--- src/rtl/uart_tx_fifo.sv ---
// rtl/uart_tx_fifo.sv - byte FIFO feeding an 8N1 UART transmitter
module uart_tx_fifo #(
    parameter int CLK_PER_BIT = 868,
    parameter int DEPTH       = 8
) (
    input  logic                   clk,
    input  logic                   rstn,
    input  logic                   wr_en,
    input  logic [7:0]             wr_data,
    output logic                   full,
    output logic                   empty,
    output logic [$clog2(DEPTH):0] count,
    output logic                   busy,
    output logic                   overflow,
    output logic                   tx
);
    localparam int AW = $clog2(DEPTH);
    localparam int CW = AW + 1;
    localparam logic [CW-1:0] FULL_CNT    = CW'(DEPTH);
    localparam logic [15:0]   BAUD_RELOAD = 16'(CLK_PER_BIT - 1);

    localparam logic [1:0] S_IDLE  = 2'd0;
    localparam logic [1:0] S_START = 2'd1;
    localparam logic [1:0] S_DATA  = 2'd2;
    localparam logic [1:0] S_STOP  = 2'd3;

    logic [7:0]    mem_q [DEPTH];
    logic [AW-1:0] wr_ptr_q, wr_ptr_d;
    logic [AW-1:0] rd_ptr_q, rd_ptr_d;
    logic [CW-1:0] count_q, count_d;
    logic          overflow_q, overflow_d;
    logic [1:0]    state_q, state_d;
    logic [15:0]   baud_q, baud_d;
    logic [2:0]    bit_idx_q, bit_idx_d;
    logic [7:0]    shift_q, shift_d;
    logic          tx_q, tx_d;
    logic          push;
    logic          pop;

    // Full/empty come from the occupancy count so wrapped pointers never alias.
    assign full     = (count_q == FULL_CNT);
    assign empty    = (count_q == '0);
    assign count    = count_q;
    assign busy     = (state_q != S_IDLE);
    assign overflow = overflow_q;
    assign tx       = tx_q;

    assign push = wr_en && !full;

    always_comb begin
        state_d   = state_q;
        baud_d    = baud_q;
        bit_idx_d = bit_idx_q;
        shift_d   = shift_q;
        tx_d      = tx_q;
        pop       = 1'b0;
        case (state_q)
            S_IDLE: begin
                tx_d = 1'b1;
                if (!empty) begin
                    pop     = 1'b1;
                    shift_d = mem_q[rd_ptr_q];
                    baud_d  = BAUD_RELOAD;
                    tx_d    = 1'b0;
                    state_d = S_START;
                end
            end
            S_START: begin
                if (baud_q == '0) begin
                    tx_d      = shift_q[0];
                    bit_idx_d = '0;
                    baud_d    = BAUD_RELOAD;
                    state_d   = S_DATA;
                end else begin
                    baud_d = baud_q - 16'd1;
                end
            end
            S_DATA: begin
                if (baud_q == '0) begin
                    baud_d = BAUD_RELOAD;
                    if (bit_idx_q == 3'd7) begin
                        tx_d    = 1'b1;
                        state_d = S_STOP;
                    end else begin
                        bit_idx_d = bit_idx_q + 3'd1;
                        shift_d   = {1'b0, shift_q[7:1]};
                        tx_d      = shift_q[1];
                    end
                end else begin
                    baud_d = baud_q - 16'd1;
                end
            end
            default: begin
                // Stop bit: chain straight into the next start bit when data is waiting.
                if (baud_q == '0) begin
                    if (!empty) begin
                        pop     = 1'b1;
                        shift_d = mem_q[rd_ptr_q];
                        baud_d  = BAUD_RELOAD;
                        tx_d    = 1'b0;
                        state_d = S_START;
                    end else begin
                        tx_d    = 1'b1;
                        state_d = S_IDLE;
                    end
                end else begin
                    baud_d = baud_q - 16'd1;
                end
            end
        endcase
    end

    always_comb begin
        wr_ptr_d   = push ? wr_ptr_q + AW'(1) : wr_ptr_q;
        rd_ptr_d   = pop ? rd_ptr_q + AW'(1) : rd_ptr_q;
        overflow_d = overflow_q || (wr_en && full);
        count_d    = count_q;
        if (push && !pop) begin
            count_d = count_q + CW'(1);
        end else if (pop && !push) begin
            count_d = count_q - CW'(1);
        end
    end

    always_ff @(posedge clk) begin
        if (push) begin
            mem_q[wr_ptr_q] <= wr_data;
        end
    end

    always_ff @(posedge clk or negedge rstn) begin
        if (!rstn) begin
            wr_ptr_q   <= '0;
            rd_ptr_q   <= '0;
            count_q    <= '0;
            overflow_q <= 1'b0;
            state_q    <= S_IDLE;
            baud_q     <= '0;
            bit_idx_q  <= '0;
            shift_q    <= '0;
            tx_q       <= 1'b1;
        end else begin
            wr_ptr_q   <= wr_ptr_d;
            rd_ptr_q   <= rd_ptr_d;
            count_q    <= count_d;
            overflow_q <= overflow_d;
            state_q    <= state_d;
            baud_q     <= baud_d;
            bit_idx_q  <= bit_idx_d;
            shift_q    <= shift_d;
            tx_q       <= tx_d;
        end
    end
endmodule
--- config.mk ---
export PLATFORM = sky130hd
export DESIGN_NAME = uart_tx_fifo
export DESIGN_NICKNAME = d
export VERILOG_FILES = /design/src/rtl/uart_tx_fifo.sv
export SDC_FILE = /design/constraint.sdc
export NUM_CORES = 1
export LEC_CHECK = 0
export CORE_AREA = 2 2 93 95
export CTS_CLUSTER_SIZE = 40
export DETAILED_ROUTE_END_ITERATION = 7
export DIE_AREA = 0 0 95 97
export PLACE_DENSITY = 0.84
export SYNTH_ARGS = -nofsm -noshare
export SYNTH_HDL_FRONTEND = slang
export SYNTH_SLANG_ARGS = --single-unit
--- constraint.sdc ---
create_clock -name clk -period 6.4 [get_ports clk]
set_input_delay 0.96 -clock clk [delete_from_list [all_inputs] [get_ports clk]]
set_output_delay 0.96 -clock clk [all_outputs]
set_load 0.01 [all_outputs]
==> flow_summary.json <==
{
  "dpl_cell_area_um2": 5111,
  "ys_ff_latch": 105,
  "diodes": 0,
  "crit_start": "baud_q[0]$_DFF_PN0_",
  "syn_area_per_cell_um2": 13.36,
  "cts_buffers": 9,
  "cp_common_cell": "ha_1",
  "synth.largest_area_cell": "edfxtp_1",
  "grt_use_met2": 0.3486,
  "portBuffers": 19,
  "path_cells": "inv_1, ha_1, or3b_2, nor4_4, a21o_1, nand2_1, ha_1, inv_1, ha_1, a21o_1, a21oi_1, xnor2_1, nor2_1, xor2_1",
  "cts_resized": 0,
  "fin_crit_sh": 0.5592,
  "rr_startpoint": "baud_q[0]$_DFF_PN0_",
  "skew_ns": 0.01540,
  "reg2reg_slack_ns": 2.82,
  "grt_use_met1": 0.2731,
  "yosysSeqAreaShare": 0.6081,
  "fin_util": 0.6545,
  "syn-num-nets": 388,
  "grt.total_usage": 0.2069,
  "grt_antenna_before_repair": 0,
  "worst_path_largest_cell_delay_ns": 0.53,
  "async_reset_ff_frac": 0.3905,
  "yosysMostFrequentCell": "edfxtp_1",
  "yosys.cell_types.count": 53,
  "rsz0062_at_grt": "no",
  "relSlewSlack": 0.2963,
  "htree_num_levels": 3,
  "routabilityCongestion": 0.8931,
  "wl_per_cell_um": 18.10,
  "hold_violations": 0,
  "grt_max_degree": 42,
  "hold_buffers": 0,
  "powerDensity_nw_per_um2": 480.9,
  "overflow": 0,
  "maxCapViolations": 0,
  "tightest_slew_ns": 1.055,
  "synth_area_leaders": "edfxtp_1, dfrtp_1, mux4_2",
  "path_clk_slew_ns": 0.12,
  "dp_hpwl_mm": 5.931,
  "ys_warn_count": 0,
  "required_ns": 6.66,
  "grt_pass1_wl_mm": 14.49,
  "yosys-top-cells-count": "edfxtp_1, dfrtp_1, nand2_1",
  "reg2reg_to": "count[3]$_DFFE_PN0P_",
  "use_met3": 0.05452,
  "p_leak_nw": 2.022,
  "drt_wl_total_mm": 8.849,
  "netlist_area_um2": 4850,
  "core-area_um2": 8134,
  "cts_setup_buffers": 0,
  "synth-main-ff-cell": "edfxtp_1",
  "clkSinkCount": 105,
  "vias": 2978,
  "pre_cts_ws_ns": 2.889,
  "reg2regPathDepth": 14,
  "die_w_um": 95,
  "hp-class": "reg -> reg",
  "seqCellArea_um2": 2949,
  "cts_tree": "done",
  "die_h_um": 97,
  "synth_cells": 363,
  "first_iter_violations": 186,
  "status": "completed",
  "setup_tns_ns": 0,
  "drive_above_1_share": 0.1380,
  "grt_pass1_vias": 2917,
  "via_per_inst": 6.090,
  "start_util": 0.5962,
  "fin_ws_ns": 2.821,
  "start_kind": "flop",
  "arrival_ns": 3.83,
  "clk_path_buf_depth": 2,
  "synth_edf_count": 64,
  "rows": 33,
  "ant_nets": 0,
  "drc": 0,
  "top_usage_layer": "met2",
  "finalMaxSlewViolations": 0,
  "fill_cells": 547,
  "crit_slowest_cell": "nor4_4",
  "dr.pass1.iters": 5,
  "cp_max_fo": 7,
  "yosys.area.top_type_share": 0.3963,
  "final_cell_area_um2": 5324,
  "cts_root_buffer": "clkbuf_8",
  "fmax_mhz": 279.4,
  "num-nets-final": 404,
  "dieArea_um2": 9215,
  "finalPower_w": 0.002560,
  "endpoint": "count[3]$_DFFE_PN0P_",
  "vdd_drop_max_mv": 0.2290,
  "multi_input_area_um2": 1778,
  "period_needed_ns": 3.579,
  "pin_count": 20,
  "syn_to_final_growth_pct": 9.778,
  "clk_latency_ns": 0.38,
  "setup_violations": 0,
  "path_class": "reg -> reg",
  "crit_path_end_kind": "flop"
}
-- cell type report --
| cell class | count | area share |
|---|---|---|
| clock buffer | 9 | 0.02327 |
| clock inverter | 7 | 0.01669 |
| inverter | 8 | 0.005640 |
| multi-input combinational | 231 | 0.3340 |
| sequential | 105 | 0.5539 |
| tap | 105 | 0.02468 |
| timing repair buffer | 24 | 0.04183 |
-- cell families after synthesis --
family                   share of synthesized area
XOR/XNOR                                   0.01625
buffers and inverters                      0.02528
AND/OR/NAND/NOR                             0.1078
AO/OA/AOI/OAI                               0.1019
multiplexers                                0.1029
flip-flops                                  0.6081
adder cells (fa/ha/maj)                    0.03767
-- worst min path at each step --
stage	startpoint	end	slack, ns	depth (start not counted)
after floorplan	shift_q[7]$_DFFE_PN0P_	shift_q[7]$_DFFE_PN0P_	0.45	2
after global placement	overflow$_DFF_PN0_	overflow$_DFF_PN0_	0.44	1
after detailed placement	overflow$_DFF_PN0_	overflow$_DFF_PN0_	0.45	1
after CTS	overflow$_DFF_PN0_	overflow$_DFF_PN0_	0.47	1
after global routing	overflow$_DFF_PN0_	overflow$_DFF_PN0_	0.49	1
final	overflow$_DFF_PN0_	overflow$_DFF_PN0_	0.47	1
-- routing by layer --
layer / part of all wire / routed length (um)
met1: 0.43 / 3773
met2: 0.52 / 4587
met3: 0.048 / 428
met4: 0.0068 / 60
met5: 0 / 0
-- state kept, by name, summed over array words and instances, names as in the netlist, 2 cells and up --
name       count
mem_q         64
baud_q        16
shift_q        8
count          4
bit_idx_q      3
rd_ptr_q       3
wr_ptr_q       3
state_q        2
-- critical path: cells and delay by family, from the launching register on --
kind                       cells  cell delay, ns
buffers and inverters          2            0.24
AOI/OAI and AO/OA              3            0.57
DFF                            1            0.43
xor gates and xnor gates       2            0.31
adders and majority gates      3            0.66
and+or+nand+nor                4            1.25
-- layout by cell type, fill, tap and decap left out, drive strengths merged, types with 2 or more instances in the layout --
| cell type | count |
|---|---|
| nand2b | 5 |
| a21oi | 17 |
| nand4 | 2 |
| and3 | 4 |
| o41ai | 2 |
| buf | 6 |
| mux2 | 4 |
| inv | 12 |
| nand2 | 31 |
| ha | 13 |
| o31ai | 4 |
| or3 | 2 |
| nor3 | 9 |
| dfrtp | 40 |
| a21o | 6 |
| a22o | 3 |
| clkinv | 3 |
| or4 | 6 |
| nor2b | 2 |
| a21boi | 2 |
| edfxtp | 64 |
| o21ai | 35 |
| clkdlybuf4s50 | 18 |
| nor4 | 5 |
| nor2 | 23 |
| xor2 | 2 |
| clkbuf | 9 |
| a31oi | 2 |
| mux2i | 9 |
| mux4 | 16 |
| nor4b | 2 |
| a221oi | 2 |
| xnor2 | 7 |
| nand3 | 6 |
| o211ai | 2 |
-- power by group --
part	leakage, nW	internal, W	switching [W]
clock network	0.107	0.000161	0.000260
registers	1.09	0.000895	0.000196
logic	0.825	0.000490	0.000560
-- metrics by stage --
stage,hold slack [ns],instances
floorplan,0.4488,363
global placement,0.4374,473
detailed placement,0.4486,473
CTS,0.4745,489
global route,0.4939,489
finish,0.4708,489
(Power assumes the default switching activity.)
